==> config.mk <==
export PLATFORM = sky130hd
export DESIGN_NAME = led_mode_ctrl
export DESIGN_NICKNAME = d
export VERILOG_FILES = /design/src/rtl/led_ctrl_pkg.sv /design/src/rtl/switch_debounce.sv /design/src/rtl/led_mode_ctrl.sv
export SDC_FILE = /design/constraint.sdc
export NUM_CORES = 1
export LEC_CHECK = 0
export BUFFER_PORTS_ARGS = -buffer_cell sky130_fd_sc_hd__buf_4
export CORE_MARGIN = 2
export CORE_UTILIZATION = 55
export DETAILED_ROUTE_END_ITERATION = 10
export PLACE_DENSITY = 0.81
export SLEW_MARGIN = 20
export SYNTH_ARGS = -nofsm -noshare
export SYNTH_HDL_FRONTEND = slang
export SYNTH_HIERARCHICAL = 1
export SYNTH_SLANG_ARGS = --single-unit
==> constraint.sdc <==
create_clock -name clk -period 5.4 [get_ports clk]
set_input_delay 0.54 -clock clk [delete_from_list [all_inputs] [get_ports clk]]
set_output_delay 0.54 -clock clk [all_outputs]
set_load 0.005 [all_outputs]
==> src/rtl/led_ctrl_pkg.sv <==
// Shared types for the LED mode controller: the mode encoding and its
// cyclic successor.
package led_ctrl_pkg;

    localparam int MODE_W = 2;

    typedef enum logic [MODE_W-1:0] {
        MODE_OFF  = 2'd0,
        MODE_ON   = 2'd1,
        MODE_SLOW = 2'd2,
        MODE_FAST = 2'd3
    } mode_e;

    // Mode visited after a button release; FAST wraps back to OFF.
    function automatic mode_e next_mode(input mode_e cur);
        mode_e nxt;
        case (cur)
            MODE_OFF:  nxt = MODE_ON;
            MODE_ON:   nxt = MODE_SLOW;
            MODE_SLOW: nxt = MODE_FAST;
            default:   nxt = MODE_OFF;
        endcase
        return nxt;
    endfunction

endpackage

==> src/rtl/switch_debounce.sv <==
// Two-flop synchronizer followed by a counting debouncer. o_stable is the
// filtered switch level; o_fall pulses for one cycle when it drops 1 -> 0.
module switch_debounce #(
    parameter int DEBOUNCE_CYCLES = 250000
) (
    input  logic clk,
    input  logic i_rst_n,
    input  logic i_switch,
    output logic o_stable,
    output logic o_fall
);

    localparam int CNT_W = $clog2(DEBOUNCE_CYCLES);
    localparam logic [CNT_W-1:0] CNT_LAST = CNT_W'(DEBOUNCE_CYCLES - 1);

    logic             sync1_q, sync1_d;
    logic             sync2_q, sync2_d;
    logic             stable_q, stable_d;
    logic             fall_q, fall_d;
    logic [CNT_W-1:0] cnt_q, cnt_d;

    // Next state: count cycles of disagreement, accept the new level once it
    // has persisted long enough, and flag only the falling transition.
    always_comb begin
        sync1_d  = i_switch;
        sync2_d  = sync1_q;
        stable_d = stable_q;
        cnt_d    = '0;
        fall_d   = 1'b0;
        if (sync2_q != stable_q) begin
            if (cnt_q == CNT_LAST) begin
                stable_d = sync2_q;
                fall_d   = stable_q;
            end else begin
                cnt_d = cnt_q + CNT_W'(1);
            end
        end
    end

    // State registers; reset clears all filtering progress.
    always_ff @(posedge clk or negedge i_rst_n) begin
        if (!i_rst_n) begin
            sync1_q  <= 1'b0;
            sync2_q  <= 1'b0;
            stable_q <= 1'b0;
            fall_q   <= 1'b0;
            cnt_q    <= '0;
        end else begin
            sync1_q  <= sync1_d;
            sync2_q  <= sync2_d;
            stable_q <= stable_d;
            fall_q   <= fall_d;
            cnt_q    <= cnt_d;
        end
    end

    assign o_stable = stable_q;
    assign o_fall   = fall_q;

endmodule

==> src/rtl/led_mode_ctrl.sv <==
// LED mode controller: each debounced button release steps the mode
// OFF -> ON -> SLOW -> FAST -> OFF; SLOW and FAST blink the LED.
module led_mode_ctrl
    import led_ctrl_pkg::*;
#(
    parameter int DEBOUNCE_CYCLES = 250000,
    parameter int SLOW_DIV        = 12500000,
    parameter int FAST_DIV        = 2500000
) (
    input  logic              clk,
    input  logic              i_rst_n,
    input  logic              i_switch_1,
    output logic              o_led_1,
    output logic [MODE_W-1:0] o_mode
);

    localparam int BLINK_W = $clog2(SLOW_DIV);
    localparam logic [BLINK_W-1:0] SLOW_LAST = BLINK_W'(SLOW_DIV - 1);
    localparam logic [BLINK_W-1:0] FAST_LAST = BLINK_W'(FAST_DIV - 1);

    mode_e              mode_q, mode_d;
    logic [BLINK_W-1:0] blink_cnt_q, blink_cnt_d;
    logic               phase_q, phase_d;
    logic               release_pulse;
    logic               stable_unused;

    // The filtered level itself is not needed here, only the release pulse.
    switch_debounce #(
        .DEBOUNCE_CYCLES(DEBOUNCE_CYCLES)
    ) u_debounce (
        .clk      (clk),
        .i_rst_n  (i_rst_n),
        .i_switch (i_switch_1),
        .o_stable (stable_unused),
        .o_fall   (release_pulse)
    );

    // Mode/blink next state: a release restarts the blink lit at count 0,
    // overriding any terminal count in the same cycle.
    always_comb begin
        mode_d      = mode_q;
        blink_cnt_d = blink_cnt_q;
        phase_d     = phase_q;
        if (release_pulse) begin
            mode_d      = next_mode(mode_q);
            blink_cnt_d = '0;
            phase_d     = 1'b1;
        end else begin
            case (mode_q)
                MODE_SLOW: begin
                    if (blink_cnt_q == SLOW_LAST) begin
                        blink_cnt_d = '0;
                        phase_d     = ~phase_q;
                    end else begin
                        blink_cnt_d = blink_cnt_q + BLINK_W'(1);
                    end
                end
                MODE_FAST: begin
                    if (blink_cnt_q == FAST_LAST) begin
                        blink_cnt_d = '0;
                        phase_d     = ~phase_q;
                    end else begin
                        blink_cnt_d = blink_cnt_q + BLINK_W'(1);
                    end
                end
                default: blink_cnt_d = '0;
            endcase
        end
    end

    // Mode and blink registers.
    always_ff @(posedge clk or negedge i_rst_n) begin
        if (!i_rst_n) begin
            mode_q      <= MODE_OFF;
            blink_cnt_q <= '0;
            phase_q     <= 1'b0;
        end else begin
            mode_q      <= mode_d;
            blink_cnt_q <= blink_cnt_d;
            phase_q     <= phase_d;
        end
    end

    // LED decode from registered mode and phase only, so it is glitch-free.
    always_comb begin
        o_led_1 = 1'b0;
        case (mode_q)
            MODE_ON:              o_led_1 = 1'b1;
            MODE_SLOW, MODE_FAST: o_led_1 = phase_q;
            default:              o_led_1 = 1'b0;
        endcase
    end

    assign o_mode = mode_q;

endmodule

==> flow_summary.json, run 1 <==
{
  "status": "finished, final reports clean",
  "crit_fanout": 17,
  "gp_congestion": 0.843,
  "clk_pin_slew_worst_paths_ns": 0.08,
  "tightestPinTransition_ns": 0.860,
  "path_class": "reg -> reg",
  "finalMaxSlewViolations": 0,
  "rsz0062_at_grt": "false",
  "endpoint": "u_debounce/cnt_q[2]",
  "initial_core_util": 0.575,
  "synth_fp_nets": 254,
  "cp-end-kind": "flip-flop",
  "met3_usage": 0.0422,
  "grt_pass1_vias": 1729,
  "synth.area.top_cells": "dfrtp_1, xor2_1, xnor2_1",
  "p_per_area_nw_per_um2": 223,
  "rows": 24,
  "drive_gt1_frac": 0.102,
  "drv_cap": 0,
  "port_buffers": 5,
  "setup_ws_ns": 3.20,
  "ys_types": 39,
  "n_fill_cell": 360,
  "layout_min_cycle_time_ns": 2.20,
  "grt_start_max_net_pins": 50,
  "antenna_found_initial": 0,
  "tritoncts": "yes",
  "wl_um": 4290,
  "synth_common_cells": "dfrtp_1, nor2_1, xor2_1, xnor2_1, nand3_1",
  "cts_setup_buffers": 0,
  "met2_usage": 0.309,
  "design.portCount": 6,
  "postCtsHoldBufs": 0,
  "syn_area_per_cell_um2": 10.3,
  "insertedDiodeCount": 0,
  "finalSetupTns_ns": 0,
  "synthCells": 245,
  "post_cts_resized": 0,
  "chipWidth_um": 71.7,
  "post-place-ws_ns": 3.23,
  "wl_per_cell_um": 14.0,
  "use_met1": 0.247,
  "period_share": 0.408,
  "via_count": 1800,
  "hold_class": "in -> async",
  "utilization": 0.610,
  "synth-main-ff-cell": "dfrtp_1",
  "clock_latency_ns": 0.31,
  "fmax_mhz": 454,
  "cp_data_required_time_ns": 5.55,
  "nets": 262,
  "cts_buffers": 5,
  "cp-start-kind": "flip-flop",
  "ff2ff_setup_slack_ns": 3.20,
  "synth_top_cell_by_area": "dfrtp_1",
  "synth-edff-count": 0,
  "ys_seq_area_frac": 0.487,
  "setup_viol": 0,
  "synth-async-reset-ratio": 1.00,
  "vias_per_cell": 5.88,
  "synth_area_um2": 2520,
  "grtUsageTotal": 0.189,
  "dieArea_um2": 5140,
  "cts_max_level": 2,
  "grt_pass1_wl_um": 7690,
  "drt-initial-drc-count": 96,
  "cts.sinks": 49,
  "cts_buffer_depth": 2,
  "ys_ff_latch": 49,
  "fin_worst_skew_ns": 0.00594,
  "cp_data_arrival_time_ns": 2.36,
  "die_h_um": 71.7,
  "place_hpwl_um": 2990,
  "core_area_um2": 4380,
  "finalHoldViolations": 0,
  "rr_endpoint": "u_debounce/cnt_q[2]",
  "r2r-start": "u_debounce/cnt_q[0]",
  "startpoint": "u_debounce/cnt_q[0]",
  "grt_overflow": 0,
  "yosysWarnings": 6,
  "antenna_left": 0,
  "synth_most_common_cell": "dfrtp_1",
  "grt.busiest_layer": "met2",
  "slew_headroom": 0.425,
  "irDropWorstVdd_mv": 0.109,
  "netlist.area_leader.share": 0.487,
  "power_leakage_uw": 0.00112,
  "drt_first_pass_iters": 4,
  "drc": 0,
  "r2r_cells": 4,
  "ctsRootBufferMaster": "clkbuf_8",
  "syn2layout_area_growth_pct": 6.16
}
[how the worst min path moves through the flow]
stage,startpoint,endpoint,slack [ns],cells past startpoint
finish,i_rst_n,blink_cnt_q[4],0.23,1
global route,i_rst_n,o_mode[1],0.29,1
CTS,i_rst_n,phase_q,0.25,1
detailed placement,u_debounce/sync1_q,u_debounce/sync2_q,0.36,0
global placement,u_debounce/sync1_q,u_debounce/sync2_q,0.33,0
floorplan,i_rst_n,blink_cnt_q[0],0.24,0
[cells in the final DEF, fill, tap and decap left out, drive strengths merged, types with 2 or more instances in the layout]
| cell | synthesis | final |
|---|---|---|
| ha | 6 | 6 |
| dfrtp | 49 | 49 |
| clkbuf | 1 | 5 |
| a21oi | 3 | 3 |
| nand3 | 18 | 18 |
| nor2 | 42 | 42 |
| o21ai | 7 | 7 |
| or4 | 3 | 3 |
| nand4 | 13 | 13 |
| buf | 3 | 5 |
| nand2 | 13 | 13 |
| nor3b | 2 | 2 |
| xor2 | 19 | 19 |
| nor3 | 6 | 6 |
| xnor2 | 18 | 18 |
| clkinv | 0 | 2 |
| nor4b | 2 | 2 |
| o21bai | 2 | 2 |
| and4 | 4 | 4 |
| and3 | 11 | 11 |
| inv | 6 | 6 |
| nor4 | 7 | 7 |
[power breakdown]
| part | internal, µW | leakage [µW] | switching (µW) |
|---|---|---|---|
| Combinational | 3.76 | 0.000403 | 10.6 |
| Clock | 89.5 | 0.0000439 | 120 |
| Sequential | 369 | 0.000678 | 2.98 |
| Total | 462 | 0.00112 | 134 |
[state kept, by name (all words and copies together), names as in the netlist]
signal	cells
u_debounce/sync2_q	1
phase_q	1
blink_cnt_q	24
u_debounce/o_fall	1
u_debounce/o_stable	1
u_debounce/cnt_q	18
o_mode	2
u_debounce/sync1_q	1
[per-layer routing]
metal / up-vias / routed length (µm)
li1: 876 / -
met1: 879 / 1950
met2: 35 / 2080
met3: 10 / 173
met4: 0 / 82
met5: - / 0
[metrics by stage]
step	instances	instance area [µm²]	total power, µW	hold slack [ns]
floorplan	245	2520	384	0.244
global placement	298	2590	393	0.332
detailed placement	298	2590	394	0.363
CTS	306	2680	602	0.251
global route	306	2680	616	0.288
finish	306	2680	596	0.228
[logic make-up after synthesis]
family                     synth area share
and+or+nand+nor                       0.280
adders and majority gates            0.0298
buffers and inverters                0.0223
DFF                                   0.487
xor gates and xnor gates              0.129
AOI/OAI and AO/OA                    0.0427
muxes                               0.00993
[layout make-up]
class | instances | area, µm² | area share
timing repair buffer | 5 | 37.5 | 0.0140
multi-input combinational | 186 | 1240 | 0.463
clock inverter | 3 | 17.5 | 0.00655
inverter | 6 | 22.5 | 0.00842
tap | 52 | 65.1 | 0.0243
sequential | 49 | 1230 | 0.458
clock buffer | 5 | 68.8 | 0.0257
[critical path, cell delays in order (launching register included)]
cell	delay, ns
dfrtp_1	0.42
ha_1	0.24
nand4_1	0.33
o41ai_4	0.93
nor2_1	0.13
Note: power is estimated with default switching activity, not from simulation.
==> run 2, diff against run 1 <==
==> constraint.sdc (replaced) <==
create_clock -name clk -period 2.2 [get_ports clk]
set_input_delay 0.22 -clock clk [delete_from_list [all_inputs] [get_ports clk]]
set_output_delay 0.22 -clock clk [all_outputs]
set_load 0.005 [all_outputs]
==> run 2 against run 1 <==
Net effect: fmax grew 13%; total power grew 150%; hold slack gained 0.15 ns; non-clock buffer count grew 4; sequential power grew 150%; via count grew 1.2%; clock power grew 150%; routed wire length grew 9.6%; clock skew shrank 0.00077 ns; final area grew 1.2%; sequential share of layout area shrank 0.53 points; die area is the same; largest power group unchanged.
==> flow_summary.json, run 2 (synthesized netlist as in run 1, its figures left out) <==
{
  "status": "finished, final reports clean",
  "antenna_left": 0,
  "grt_overflow": 0,
  "chipWidth_um": 71.7,
  "cts_max_level": 2,
  "drv_cap": 0,
  "max_stage_delay_ns": 0.44,
  "path_class": "reg -> reg",
  "power_leakage_uw": 0.00114,
  "clock_latency_ns": 0.31,
  "antenna_found_initial": 0,
  "fin_worst_skew_ns": 0.00517,
  "power.total_uw": 1470,
  "initial_core_util": 0.575,
  "grt.busiest_layer": "met2",
  "crit_fanout": 24,
  "layout_commonest_cell": "dfrtp_1",
  "drt-initial-drc-count": 145,
  "port_buffers": 5,
  "cts.sinks": 49,
  "drc": 0,
  "cp-end-kind": "flip-flop",
  "post-place-ws_ns": 0.260,
  "rsz0062_at_grt": "false",
  "cts_buffer_depth": 2,
  "cts_setup_buffers": 0,
  "rows": 24,
  "tightestPinTransition_ns": 0.603,
  "syn2layout_area_growth_pct": 7.40,
  "utilization": 0.617,
  "ctsRootBufferMaster": "clkbuf_8",
  "clk_pin_slew_worst_paths_ns": 0.09,
  "finalMaxSlewViolations": 0,
  "use_met1": 0.243,
  "cts_buffers": 5,
  "layout_common_cells": "dfrtp_1, nor2_1, xor2_1, xnor2_1, nand3_1",
  "drt_first_pass_iters": 4,
  "p_per_area_nw_per_um2": 543,
  "nets": 266,
  "hold_class": "reg -> reg",
  "largest_reg_flops": 24,
  "setup_ws_ns": 0.253,
  "crit_family": "compound AO/OA/AOI/OAI gates",
  "fmax_mhz": 514,
  "grt_pass1_vias": 1840,
  "tritoncts": "yes",
  "irDropWorstVdd_mv": 0.248,
  "layout_min_cycle_time_ns": 1.95,
  "dieArea_um2": 5140,
  "via_count": 1821,
  "grt_pass1_wl_um": 8240,
  "drive_gt1_frac": 0.105,
  "met3_usage": 0.0675,
  "cp_data_required_time_ns": 2.38,
  "grtUsageTotal": 0.207,
  "place_hpwl_um": 3180,
  "regMostFlops": "blink_cnt_q",
  "crit_chain": "ha_1 -> and4_1 -> nand4_1 -> o21ai_0 -> a21o_2 -> nor2_1",
  "wl_per_cell_um": 15.2,
  "cpMaxStageDelayCell": "a21o_2",
  "finalHoldViolations": 0,
  "grt_start_max_net_pins": 50,
  "path_buf_inv": 0,
  "vias_per_cell": 5.87,
  "cp_data_arrival_time_ns": 2.13,
  "fin_hold_ws_ns": 0.380,
  "gp_congestion": 0.868,
  "insertedDiodeCount": 0,
  "period_share": 0.885,
  "slew_headroom": 0.598,
  "met2_usage": 0.349,
  "wl_um": 4700,
  "setup_viol": 0,
  "die_h_um": 71.7,
  "cp-start-kind": "flip-flop",
  "finalSetupTns_ns": 0,
  "design.portCount": 6,
  "core_area_um2": 4380
}
## run 2: cell types whose count changed in the layout (fill, tap and decap cells not counted)
cell           previous run  this run
buf_4                     5         7
dlygate4sd3_1             0         2
clkbuf_1                  0         1
clkinvlp_4                1         0
## run 2: area by class of cell
class,instances,area (µm²)
clock inverter,2,10.0
tap,52,65.1
fill,365,1680
clock buffer,6,72.6
multi-input combinational,186,1240
timing repair buffer,9,72.6
sequential,49,1230
inverter,6,22.5
## run 2: path summary, 6_finish.rpt
| path | start | end | slack [ns] | cells past startpoint |
|---|---|---|---|---|
| worst max register to register | blink_cnt_q[0] | blink_cnt_q[19] | 0.25 | 6 |
| worst min-delay path | u_debounce/sync1_q | u_debounce/sync2_q | 0.38 | 0 |
| max in group asynchronous | i_rst_n | blink_cnt_q[21] | 1.33 | 2 |
| worst max-delay path | blink_cnt_q[0] | blink_cnt_q[19] | 0.25 | 6 |
| worst min register to register | u_debounce/sync1_q | u_debounce/sync2_q | 0.38 | 0 |
| min in group asynchronous | i_rst_n | blink_cnt_q[3] | 0.45 | 2 |
## run 2: timing repair
item / CTS / global route
gates resized for setup: 0 / 0
hold buffers: 1 / 1
endpoints found under the hold margin: 49 / 1
## run 2: power breakdown
part           internal, µW  switching, µW  total (µW)
clock network           221            296         517
logic                  12.4           26.5        38.9
registers               906           6.98         913
total                  1140            330        1470
## run 2: metal layers
layer | vias up | share of wire
met2 | 44 | 0.51
met1 | 890 | 0.44
met4 | 0 | 0.015
li1 | 880 | -
met3 | 7 | 0.040
met5 | - | 0
## run 2: through the flow
step	instance area [µm²]	std cells
after floorplan	2520	245
after global placement	2600	300
after detailed placement	2600	300
after CTS	2700	309
after global routing	2710	310
final	2710	310
==> run 3, diff against run 2 <==
--- a/config.mk
+++ b/config.mk
@@ -10,6 +10,7 @@
 export CORE_UTILIZATION = 55
 export DETAILED_ROUTE_END_ITERATION = 10
 export PLACE_DENSITY = 0.81
+export REMOVE_ABC_BUFFERS = 1
 export SLEW_MARGIN = 20
 export SYNTH_ARGS = -nofsm -noshare
 export SYNTH_HDL_FRONTEND = slang
==> run 3 against run 2 <==
Net effect: sequential power is essentially flat; hold slack worse by 0.36 ns; routed wire length shrank 6.2%; die area is the same; critical path depth is 1 lower; via count down 2.3%; non-clock buffer count stayed put; final area rose by 1.5%; setup slack worse by 0.0078 ns; count of clock-buffer cells in the layout shrank 1; fmax fell by 0.40%; clock skew increased by 0.0060 ns.
==> flow_summary.json, run 3 (synthesized netlist as in run 1, its figures left out) <==
{
  "via_count": 1779,
  "drc": 0,
  "clock_latency_ns": 0.31,
  "layout_common_cells": "dfrtp_1, nor2_1, xor2_1, xnor2_1, nand3_1",
  "dp_cells": 301,
  "fin_cells": 310,
  "core_area_um2": 4380,
  "cp-start-kind": "flip-flop",
  "utilization": 0.626,
  "cts_buffer_depth": 2,
  "rsz0062_at_grt": "false",
  "finalHoldViolations": 0,
  "grtUsageTotal": 0.192,
  "drt_first_pass_iters": 4,
  "p_clk_frac": 0.404,
  "wl_um": 4410,
  "cp-end-kind": "flip-flop",
  "dieArea_um2": 5140,
  "place_hpwl_um": 3100,
  "gp_congestion": 0.842,
  "largest_reg_flops": 24,
  "cp_data_arrival_time_ns": 2.13,
  "syn2layout_area_growth_pct": 8.99,
  "postCtsHoldBufs": 1,
  "grt_pass1_wl_um": 7780,
  "n_fill_cell": 340,
  "antenna_found_initial": 0,
  "p_per_area_nw_per_um2": 583,
  "layout_commonest_cell": "dfrtp_1",
  "switching_share": 0.212,
  "irDropWorstVdd_mv": 0.399,
  "cts_setup_buffers": 0,
  "tightestPinTransition_ns": 0.592,
  "cts.sinks": 49,
  "fin_worst_skew_ns": 0.0112,
  "hold_class": "in -> reg",
  "seq_power_share": 0.571,
  "crit_fanout": 24,
  "combPwrFrac": 0.025,
  "drive_gt1_frac": 0.112,
  "cp_data_required_time_ns": 2.37,
  "cts_max_level": 2,
  "insertedDiodeCount": 0,
  "fin_area_um2": 2750,
  "ctsRootBufferMaster": "clkbuf_8",
  "nets": 266,
  "design.portCount": 6,
  "cts_buffers": 5,
  "grt_overflow": 0,
  "fmax_mhz": 511,
  "slew_headroom": 0.605,
  "rows": 24,
  "grt_start_max_net_pins": 50,
  "finalSetupTns_ns": 0,
  "clk_pin_slew_worst_paths_ns": 0.09,
  "wl_per_cell_um": 14.2,
  "power_leakage_uw": 0.00116,
  "path_class": "reg -> reg",
  "regMostFlops": "blink_cnt_q",
  "port_buffers": 5,
  "setup_viol": 0,
  "antenna_left": 0,
  "drt-initial-drc-count": 147,
  "chipWidth_um": 71.7,
  "period_share": 0.889,
  "die_h_um": 71.7,
  "initial_core_util": 0.575,
  "vias_per_cell": 5.74,
  "p_sw_uw": 339,
  "finalMaxSlewViolations": 0,
  "drv_cap": 0,
  "status": "finished, final reports clean",
  "layout_min_cycle_time_ns": 1.96,
  "dpl_cell_area_um2": 2620,
  "p_int_uw": 1260,
  "tritoncts": "yes",
  "post_cts_resized": 0,
  "grt_pass1_vias": 1725
}
==> run 3: cell type report <==
class                   count  area (µm²)  area share
clock buffers               5        68.8      0.0251
clock inverters             3        43.8      0.0159
inverters                   6        22.5     0.00820
multi-input cells         186        1240       0.451
flip-flops and latches     49        1230       0.446
well taps                  52        65.1      0.0237
repair buffers              9        82.6      0.0301
==> run 3: through the flow <==
| stage | total power [µW] | setup WS [ns] | hold WS [ns] |
|---|---|---|---|
| 3_3_place_gp | 970 | 0.326 | 0.262 |
| 3_5_place_dp | 972 | 0.289 | 0.269 |
| 5_1_grt | 1650 | 0.0382 | 0.00489 |
| 4_1_cts | 1620 | 0.268 | 0.0114 |
| 2_1_floorplan | 942 | 0.316 | -0.0756 |
| 6_report | 1600 | 0.245 | 0.0166 |
==> run 3: final timing paths <==
kind,start,endpoint,slack [ns],cells past startpoint
setup / recovery,blink_cnt_q[6],blink_cnt_q[12],0.24,5
hold / removal,i_switch_1,u_debounce/sync1_q,0.02,1
setup reg to reg,blink_cnt_q[6],blink_cnt_q[12],0.24,5
hold reg to reg,u_debounce/sync1_q,u_debounce/sync2_q,0.37,0
max in group asynchronous,i_rst_n,blink_cnt_q[13],1.35,2
min in group asynchronous,i_rst_n,blink_cnt_q[5],0.45,2
==> run 3: metal layers <==
layer | track usage | up-vias | part of all wire
met5 | 0 | - | 0
met4 | 0.0734 | 0 | 0.015
met3 | 0.0380 | 9 | 0.034
met2 | 0.314 | 36 | 0.49
met1 | 0.254 | 850 | 0.46
li1 | - | 884 | -
==> run 3: critical path: stages (launching register included) <==
cell and delay (ns):
dfrtp_1 0.47, nor4b_2 0.36, nand4_1 0.20, o21ai_0 0.25
a21o_2 0.45, nor2_1 0.10
==> run 3: power by group through the flow <==
stage | clock network [µW] | registers [µW] | logic, µW
after floorplan | 0 | 929 | 12.4
final | 646 | 913 | 40.7
after global routing | 692 | 915 | 46.9
after detailed placement | 0 | 930 | 41.7
after CTS | 660 | 913 | 43.0
after global placement | 0 | 931 | 39.3
